### config.mk
export PLATFORM = sky130hd
export DESIGN_NAME = jtpopeye_colmix
export DESIGN_NICKNAME = d
export VERILOG_FILES = /design/src/rtl/jtpopeye_pkg.sv /design/src/rtl/jtgng_prom.sv /design/src/rtl/jtpopeye_blank_dly.sv /design/src/rtl/jtpopeye_colmix.sv
export SDC_FILE = /design/constraint.sdc
export NUM_CORES = 2
export LEC_CHECK = 0
export ABC_AREA = 1
export CORE_AREA = 8 8 409 411
export DETAILED_ROUTE_END_ITERATION = 16
export DIE_AREA = 0 0 417 419
export PLACE_DENSITY = 0.77
export RECOVER_POWER = 25
export SLEW_MARGIN = 20
export SYNTH_ARGS = -nofsm -noshare
export SYNTH_HDL_FRONTEND = slang
export SYNTH_HIERARCHICAL = 1
export SYNTH_SLANG_ARGS = --single-unit
### constraint.sdc
create_clock -name clk -period 3.25 [get_ports clk]
set_clock_uncertainty 0.1 [all_clocks]
set_input_delay 0.325 -clock clk [delete_from_list [all_inputs] [get_ports clk]]
set_output_delay 0.325 -clock clk [all_outputs]
set_load 0.05 [all_outputs]
### src/rtl/jtpopeye_pkg.sv
// jtpopeye_pkg: shared definitions for the Popeye video colour mixer.
//   - Layer-select encoding carried down the colour-mixer pipeline.
//   - Pipeline latency (in pxl_cen ticks) of the colour mixer.
//   - RGB 3-3-2 field widths and the palette byte decode helper.
//   - Object transparency mask: an object pixel is transparent when
//     its two low colour bits are both zero.
package jtpopeye_pkg;

  localparam int COLMIX_LAT = 3;

  localparam int RED_W   = 3;
  localparam int GREEN_W = 3;
  localparam int BLUE_W  = 2;

  localparam logic [1:0] OBJ_TRANSP_MASK = 2'b11;

  // NOLAYER only occurs when layer masking disables every candidate layer.
  typedef enum logic [1:0] {
    BAK     = 2'd0,
    OBJ     = 2'd1,
    TXT     = 2'd2,
    NOLAYER = 2'd3
  } layer_e;

  typedef struct packed {
    logic [BLUE_W-1:0]  b;
    logic [GREEN_W-1:0] g;
    logic [RED_W-1:0]   r;
  } rgb_t;

  function automatic logic obj_opaque(input logic [7:0] objc);
    return |(objc[1:0] & OBJ_TRANSP_MASK);
  endfunction

  // PROM byte layout: bbgggrrr
  function automatic rgb_t pal_decode(input logic [7:0] q);
    rgb_t v;
    v.r = q[2:0];
    v.g = q[5:3];
    v.b = q[7:6];
    return v;
  endfunction

endpackage

### src/rtl/jtgng_prom.sv
// jtgng_prom: single-clock PROM image with a programming write port and a
// registered, clock-enabled read port.
// Parameters: dw data width, aw address width, simfile image name.
// Ports:
//   i_clk      clock
//   i_rst_n    async active-low reset of the read register (not the array)
//   i_cen      read enable; the read register only updates on it
//   i_data     programming data
//   i_rd_addr  read address
//   i_wr_addr  programming address
//   i_we       programming strobe, honoured on any clock edge
//   o_q        registered read data (old data on same-address write)
module jtgng_prom #(
  parameter int    dw      = 8,
  parameter int    aw      = 10,
  parameter string simfile = ""
) (
  input  logic          i_clk,
  input  logic          i_rst_n,
  input  logic          i_cen,
  input  logic [dw-1:0] i_data,
  input  logic [aw-1:0] i_rd_addr,
  input  logic [aw-1:0] i_wr_addr,
  input  logic          i_we,
  output logic [dw-1:0] o_q
);

  logic [dw-1:0] r_mem [0:(2**aw)-1];
  logic [dw-1:0] r_q;

  // The image is always delivered through the programming port; a named
  // image file is only a hint for simulation wrappers that preload it.
  if (simfile != "") begin : g_simfile_hint
  end

  // Programming port, independent of the pixel enable
  always_ff @(posedge i_clk) begin
    if (i_we) begin
      r_mem[i_wr_addr] <= i_data;
    end
  end

  // Registered read; a concurrent write to the same address is seen next read
  always_ff @(posedge i_clk or negedge i_rst_n) begin
    if (!i_rst_n) begin
      r_q <= {dw{1'b0}};
    end else if (i_cen) begin
      r_q <= r_mem[i_rd_addr];
    end
  end

  assign o_q = r_q;

endmodule

### src/rtl/jtpopeye_blank_dly.sv
// jtpopeye_blank_dly: DEPTH-stage delay line for LHBL/LVBL advancing on the
// pixel enable, asynchronously cleared to 0.
// Parameter: DEPTH number of stages (at least 2).
// Ports:
//   i_clk, i_rst_n, i_cen       clock, async reset, pixel enable
//   i_lhbl, i_lvbl              blank flags entering the pipeline
//   o_lhbl_pre, o_lvbl_pre      flags after DEPTH-1 stages
//   o_lhbl, o_lvbl              flags after DEPTH stages
module jtpopeye_blank_dly #(
  parameter int DEPTH = 3
) (
  input  logic i_clk,
  input  logic i_rst_n,
  input  logic i_cen,
  input  logic i_lhbl,
  input  logic i_lvbl,
  output logic o_lhbl_pre,
  output logic o_lvbl_pre,
  output logic o_lhbl,
  output logic o_lvbl
);

  logic [DEPTH-1:0] r_lhbl_sr;
  logic [DEPTH-1:0] r_lvbl_sr;

  // Shift both flags one stage per pixel enable
  always_ff @(posedge i_clk or negedge i_rst_n) begin
    if (!i_rst_n) begin
      r_lhbl_sr <= {DEPTH{1'b0}};
      r_lvbl_sr <= {DEPTH{1'b0}};
    end else if (i_cen) begin
      r_lhbl_sr <= {r_lhbl_sr[DEPTH-2:0], i_lhbl};
      r_lvbl_sr <= {r_lvbl_sr[DEPTH-2:0], i_lvbl};
    end
  end

  assign o_lhbl_pre = r_lhbl_sr[DEPTH-2];
  assign o_lvbl_pre = r_lvbl_sr[DEPTH-2];
  assign o_lhbl     = r_lhbl_sr[DEPTH-1];
  assign o_lvbl     = r_lvbl_sr[DEPTH-1];

endmodule

### src/rtl/jtpopeye_colmix.sv
// jtpopeye_colmix: final video stage. Merges text, object and background
// by fixed priority (text > object > background), looks the colour up in
// the palette PROMs and outputs blanked 3-3-2 RGB with delayed blank flags.
// Three pipeline stages, each advancing only on pxl_cen:
//   A: PROM addresses, layer select, blanks
//   B: PROM read data, layer select, blanks
//   C: RGB (blanked), LHBL_dly/LVBL_dly
// Optional feature macro: JTPOPEYE_LAYER_MASK_EN adds gfx_en[2:0]
//   (bit0 text, bit1 object, bit2 background); a cleared bit makes that
//   layer transparent.
// Ports:
//   clk, rst_n, pxl_cen          clock, async active-low reset, pixel enable
//   LHBL, LVBL                   blanking inputs, active low
//   TXTV, TXTC                   text opaque flag and colour index
//   OBJC                         object colour (transparent when [1:0]==0)
//   BAKC                         background colour index
//   prog_addr, prom_din          PROM programming address/data
//   prom_pal_we, prom_obj_we     programming strobes (32 / 256 entries)
//   red, green, blue             colour output
//   LHBL_dly, LVBL_dly           blank flags aligned to the colour output
module jtpopeye_colmix
  import jtpopeye_pkg::*;
#(
  parameter string PAL_SIM = "",
  parameter string OBJ_SIM = ""
) (
  input  logic         clk,
  input  logic         rst_n,
  input  logic         pxl_cen,
  input  logic         LHBL,
  input  logic         LVBL,
  input  logic         TXTV,
  input  logic [3:0]   TXTC,
  input  logic [7:0]   OBJC,
  input  logic [3:0]   BAKC,
  input  logic [7:0]   prog_addr,
  input  logic [7:0]   prom_din,
  input  logic         prom_pal_we,
  input  logic         prom_obj_we,
`ifdef JTPOPEYE_LAYER_MASK_EN
  input  logic [2:0]   gfx_en,
`endif
  output logic [RED_W-1:0]   red,
  output logic [GREEN_W-1:0] green,
  output logic [BLUE_W-1:0]  blue,
  output logic         LHBL_dly,
  output logic         LVBL_dly
);

  logic [2:0] w_en;
  layer_e     w_sel;
  logic [4:0] w_pal_addr;

  layer_e     r_sel_a;
  logic [4:0] r_pal_addr;
  logic [7:0] r_obj_addr;
  layer_e     r_sel_b;

  logic [7:0] w_pal_q;
  logic [7:0] w_obj_q;
  logic [7:0] w_q;
  logic       w_lhbl_b;
  logic       w_lvbl_b;
  rgb_t       w_rgb;
  rgb_t       r_rgb;

`ifdef JTPOPEYE_LAYER_MASK_EN
  assign w_en = gfx_en;
`else
  assign w_en = 3'b111;
`endif

  // Layer priority and palette address for the current input pixel
  always_comb begin
    w_sel      = NOLAYER;
    w_pal_addr = {1'b0, BAKC};
    if (w_en[0] && TXTV) begin
      w_sel      = TXT;
      w_pal_addr = {1'b1, TXTC};
    end else if (w_en[1] && obj_opaque(OBJC)) begin
      w_sel = OBJ;
    end else if (w_en[2]) begin
      w_sel = BAK;
    end else begin
      w_sel = NOLAYER;
    end
  end

  // Stage A: PROM addresses and layer select
  always_ff @(posedge clk or negedge rst_n) begin
    if (!rst_n) begin
      r_sel_a    <= BAK;
      r_pal_addr <= 5'd0;
      r_obj_addr <= 8'd0;
    end else if (pxl_cen) begin
      r_sel_a    <= w_sel;
      r_pal_addr <= w_pal_addr;
      r_obj_addr <= OBJC;
    end
  end

  // Stage B: layer select follows the PROM read registers
  always_ff @(posedge clk or negedge rst_n) begin
    if (!rst_n) begin
      r_sel_b <= BAK;
    end else if (pxl_cen) begin
      r_sel_b <= r_sel_a;
    end
  end

  jtgng_prom #(.dw(8), .aw(5), .simfile(PAL_SIM)) u_pal_prom (
    .i_clk     (clk),
    .i_rst_n   (rst_n),
    .i_cen     (pxl_cen),
    .i_data    (prom_din),
    .i_rd_addr (r_pal_addr),
    .i_wr_addr (prog_addr[4:0]),
    .i_we      (prom_pal_we),
    .o_q       (w_pal_q)
  );

  jtgng_prom #(.dw(8), .aw(8), .simfile(OBJ_SIM)) u_obj_prom (
    .i_clk     (clk),
    .i_rst_n   (rst_n),
    .i_cen     (pxl_cen),
    .i_data    (prom_din),
    .i_rd_addr (r_obj_addr),
    .i_wr_addr (prog_addr),
    .i_we      (prom_obj_we),
    .o_q       (w_obj_q)
  );

  // Blank flags: stage-B taps gate the colour, final taps are the outputs
  jtpopeye_blank_dly #(.DEPTH(COLMIX_LAT)) u_blank_dly (
    .i_clk      (clk),
    .i_rst_n    (rst_n),
    .i_cen      (pxl_cen),
    .i_lhbl     (LHBL),
    .i_lvbl     (LVBL),
    .o_lhbl_pre (w_lhbl_b),
    .o_lvbl_pre (w_lvbl_b),
    .o_lhbl     (LHBL_dly),
    .o_lvbl     (LVBL_dly)
  );

  // Pick the PROM byte for the selected layer and apply blanking
  always_comb begin
    w_q = 8'h00;
    case (r_sel_b)
      TXT:     w_q = w_pal_q;
      BAK:     w_q = w_pal_q;
      OBJ:     w_q = w_obj_q;
      default: w_q = 8'h00;
    endcase
    if (w_lhbl_b && w_lvbl_b) begin
      w_rgb = pal_decode(w_q);
    end else begin
      w_rgb = pal_decode(8'h00);
    end
  end

  // Stage C: registered colour output
  always_ff @(posedge clk or negedge rst_n) begin
    if (!rst_n) begin
      r_rgb <= pal_decode(8'h00);
    end else if (pxl_cen) begin
      r_rgb <= w_rgb;
    end
  end

  assign red   = r_rgb.r;
  assign green = r_rgb.g;
  assign blue  = r_rgb.b;

endmodule
======== Word level (Yosys, flattened, before mapping) ========
Memory sizes are Yosys's and may differ from the RTL's. A register that Yosys moved wholly into a read port is not among the register bits.
Index checks and enable logic that the tools add are counted.
W data, S select, Z words.
storage, ports and cells
  register bits after elaboration ......... 31
  RAM bits ................................ 2304
  word-level logic and storage cells ...... 28
  memories ................................ 2
memory list
  name              words  width  rd ports  clocked after memory_dff  wr ports  RTL line          RTL
  u_obj_prom.r_mem  256    8      1         1                         1         jtgng_prom.sv:28  logic [dw-1:0] r_mem [0:(2**aw)-1];
  u_pal_prom.r_mem  32     8      1         1                         1         jtgng_prom.sv:28
cells by class
  eq/ne operators ......................... 2
  multiplexer cells ....................... 9
  reductions and logical operators ........ 6
operator list
  kind                  number
  $pmux W8 S2           1
  $mux W8               1
  $mux W1               5
  $mux W5               1
  $reduce_or A2 Y1      2
  $eq A2 B1 Y1 const B  1
  $eq A2 B2 Y1 const B  1
  $logic_not A1 Y1      2
  $logic_not A2 Y1      1
  $mux W2               1
  $logic_and A1 B1 Y1   1

======== Logic depth before layout (Yosys ltp) ========
  word-level depth ........................ 4
  mapped depth ............................ 15
  depth with buffers taken out ............ 11

======== Cells and area by module ========
Netlist, hierarchy kept.
modules (own cells, without submodules)
  module                    instances  cells each  area an instance (um2)  seq. area each (um2)
  jtgng_prom at u_obj_prom  1          7004        83525.1                 61699.2
  jtgng_prom at u_pal_prom  1          924         10765.3                 7887.6
  jtpopeye_colmix           1          132         1099.8                  600.6
  jtpopeye_blank_dly        1          25          221.5                   150.1

======== Least setup slack after synthesis ========
Ideal clock, no wire load.
  path type ............................... in2reg
  start ................................... in prom_obj_we
  end ..................................... mem u_obj_prom.r_mem[197][0], enable pin
  library setup time ...................... 0.370 ns
  data arrival time ....................... 1.438 ns
  slack ................................... 1.342 ns
  cell stages on the path ................. 4
  path buffers ............................ 2
  path through ............................ clkbuf_1 nand3_1 clkbuf_1 nor2_1
between the ends
  cells in the longest elaborated chain, start to end .. 2
RTL lines
  what                           RTL line               RTL
  from (decl)                    jtpopeye_colmix.sv:39  input logic prom_obj_we,
  $mux W1                        jtgng_prom.sv:38       if (i_we) begin
  $mux W1 (not written as such)  jtgng_prom.sv:39       r_mem[i_wr_addr] <= i_data;
  to (decl)                      jtgng_prom.sv:28
Every way passes these cells.

======== Final worst setup path ========
  start ................................... in prom_din[4]
  end ..................................... mem u_obj_prom.r_mem[46][4], data pin
RTL lines
  what         RTL line               RTL
  from (decl)  jtpopeye_colmix.sv:37  input logic [7:0] prom_din,
Straight into the memory's write port.

==> results_dict.tcl <==
set metrics [dict create \
    outcome "finished, violations left" \
    violations "max-capacitance violations, max-slew violations" \
    antenna_found_initial 5 \
    setup_viol 0 \
    dp_hpwl_um 146500 \
    nNetsFinal 8360 \
    slew_violations 577 \
    grt_max_degree 130 \
    ys_seq_area_share_pct 73.57 \
    cts_tree "yes" \
    synth-xor-area-share_pct 0 \
    synth_compound_area_share_pct 0.07983 \
    leakage_nw 38.55 \
    min_from "BAKC[0]" \
    area_growth_pct 12.69 \
    vias 66220 \
    multiInputGateArea_um2 22180 \
    viasPerCell 6.192 \
    synth_seq_cells 2350 \
    start_util_pct 59.28 \
    synthTopCellsByArea "edfxtp_1, nand3_1, nand2_1, buf_2, nor2_1" \
    cts-htree-levels 4 \
    r2r-start "r_obj_addr[0]" \
    crit_slowest_cell "dlymetal6s4s_1" \
    crit_type "input port to flip-flop" \
    synth_nets 8125 \
    ys_warn_count 6 \
    synth_cell_types 19 \
    synth.area.mux_share_pct 0 \
    timing.hold.ws_ns 0.06246 \
    cp_data_arrival_time_ns 3.63 \
    synth.avg_cell_area_um2 11.83 \
    clk_latency_ns 0.86 \
    cts.reportedPaths.clkPinSlew_ns 0.06 \
    grt_pass1_vias 63670 \
    overflow 0 \
    cts_root_buffer "clkbuf_16" \
    drc_errors 0 \
    wirelength_um 254600 \
    relSlewSlack_pct -112.8 \
    final_cell_mix "nand2_1, edfxtp_1, nand3_1" \
    detail_route.iter0.violations 10150 \
    die-area_um2 174700 \
    layout_commonest_cell "nand2_1" \
    clk_path_buf_depth 3 \
    power.total_mw 64.85 \
    synth-adder-area-share_pct 0 \
    pin_count 50 \
    synth-simple-area-share_pct 23.12 \
    hold_path_end "r_pal_addr[0]" \
    fin_util_pct 66.80 \
    drt.antenna.violating_nets 0 \
    peakVddDrop_v 0.0005912 \
    startpoint_type "input port" \
    core_area_um2 161300 \
    fin_setup_tns_ns 0 \
    finalHoldViolations 0 \
    wl_per_cell_um 23.81 \
    grt_pass1_wl_um 380000 \
    period_share_pct 98.24 \
    path_max_fanout 82 \
    die_w_um 417 \
    yosysTopAreaCellShare_pct 72.36 \
    layout-drive-gt1-share_pct 9.716 \
    rsz0062_at_grt "no" \
    critPathMaxStageDelay_ns 1.95 \
    critPathTopFamily "buffers and inverters" \
    cp.required_ns 3.68 \
    dr.pass1.iters 8 \
    gp_congestion 0.9355 \
    r2r_cells 12 \
    final.min_clock_period_ns 3.193 \
    hp-class "input port to flip-flop" \
    drv_cap 9 \
    tightest_slew_ns 3.192 \
    seq_area_um2 70360 \
    r2r_setup_slack_ns 0.06 \
    hold_depth 3 \
    clock-sinks 2350 \
    grt.total_usage_pct 28.32 \
    rows 148 \
    synthesis.area_um2 95610 \
    worst-path-buf-inv 3 \
    rr_endpoint "u_obj_prom/o_q[5]" \
    synth_top_family_by_area "simple AND/OR/NAND/NOR gates" \
    die_y_um 419 \
    crit_path_cell_trace "dlygate4sd3_1, dlymetal6s4s_1, buf_6" \
    max_freq_ghz 0.3132 \
    p_per_area_nw_per_um2 601.8 \
    syn-instance-count 8085 \
    nFillCells 10990 \
    io_buffers 49 \
    synth_area_leader_cell "edfxtp_1" \
    cts_setup_buffers 0 \
    cp-end-kind "flip-flop" \
    cts_made_buffers 221 \
]
cell usage after synthesis:
cell / instances
inv_4: 2
clkbuf_1: 113
inv_1: 47
buf_1: 40
nor2_8: 1
nor2_1: 317
nand2_1: 2525
inv_2: 5
o21ai_0: 10
buf_6: 30
dfrtp_1: 46
buf_4: 65
inv_8: 1
o21ai_2: 3
nand3_1: 2279
buf_2: 294
nor3_1: 2
edfxtp_1: 2304
clkinv_1: 1
metal layers:
metal | track usage [%] | up-vias | share of wire, %
met4 | 14.03 | 0 | 5.4
met2 | 45.20 | 4438 | 47
met5 | 0 | - | 0
met1 | 37.37 | 31940 | 36
li1 | - | 29090 | -
met3 | 5.949 | 757 | 12
what timing repair did:
action / 4_1_cts / 5_1_grt
hold endpoints to repair: 563 / 0
hold buffers: 24 / 0
gates resized for setup: 0 / 4
endpoints found under the setup margin: 0 / 3
final cells by class:
cell class / count / share of cell area (%)
clock inverters: 146 / 1.089
multi-input cells: 5137 / 20.59
flip-flops and latches: 2350 / 65.30
clock buffers: 269 / 5.415
repair buffers: 554 / 4.830
inverters: 56 / 0.2369
well taps: 2175 / 2.526
diodes: 8 / 0.01858
kinds of logic after synthesis:
kind of cell           Yosys count
AOI/OAI and AO/OA               13
buffers and inverters          598
DFF                           2350
and+or+nand+nor               5124
power breakdown:
group / leakage, nW / switching (mW) / internal (mW)
combinational: 13.8 / 4.57 / 1.70
clock: 3.46 / 11.0 / 14.0
sequential: 21.3 / 0.166 / 33.4
total: 38.5 / 15.7 / 49.1
flip-flops by register name (all words and copies together) (netlist names):
register,cells
u_obj_prom/r_mem,2048
u_pal_prom/r_mem,256
r_obj_addr,8
u_obj_prom/o_q,8
u_pal_prom/o_q,8
r_pal_addr,4
green,3
red,3
u_blank_dly/r_lhbl_sr,3
u_blank_dly/r_lvbl_sr,3
blue,2
r_sel_a,2
r_sel_b,2
worst max path at each step:
| stage | start | end | slack [ns] | depth (start not counted) |
|---|---|---|---|---|
| 4_1_cts | r_obj_addr[0] | u_obj_prom/o_q[1] | 0.10 | 13 |
| 3_3_place_gp | prog_addr[7] | u_obj_prom/r_mem[40][2] | 0.22 | 6 |
| 6_report | prom_din[4] | u_obj_prom/r_mem[46][4] | 0.06 | 3 |
| 2_1_floorplan | prom_obj_we | u_obj_prom/r_mem[197][0] | 1.34 | 4 |
| 3_5_place_dp | prog_addr[7] | u_obj_prom/r_mem[2][6] | 0.16 | 4 |
| 5_1_grt | r_obj_addr[0] | u_obj_prom/o_q[1] | 0.01 | 12 |
tightest hold or removal path: stages:
cell and delay [ns]:
clkdlybuf4s50_1 0.41, o21ai_0 0.14, o21ai_0 0.11
per-stage QoR:
step	cells	setup slack, ns	instance area, µm²
floorplan	8085	1.342	95610
global placement	10250	0.2159	100700
detailed placement	10250	0.1627	100700
CTS	10690	0.1026	107900
global route	10690	0.01114	107700
finish	10700	0.05735	107700
Note: power is estimated with default switching activity, not from simulation.
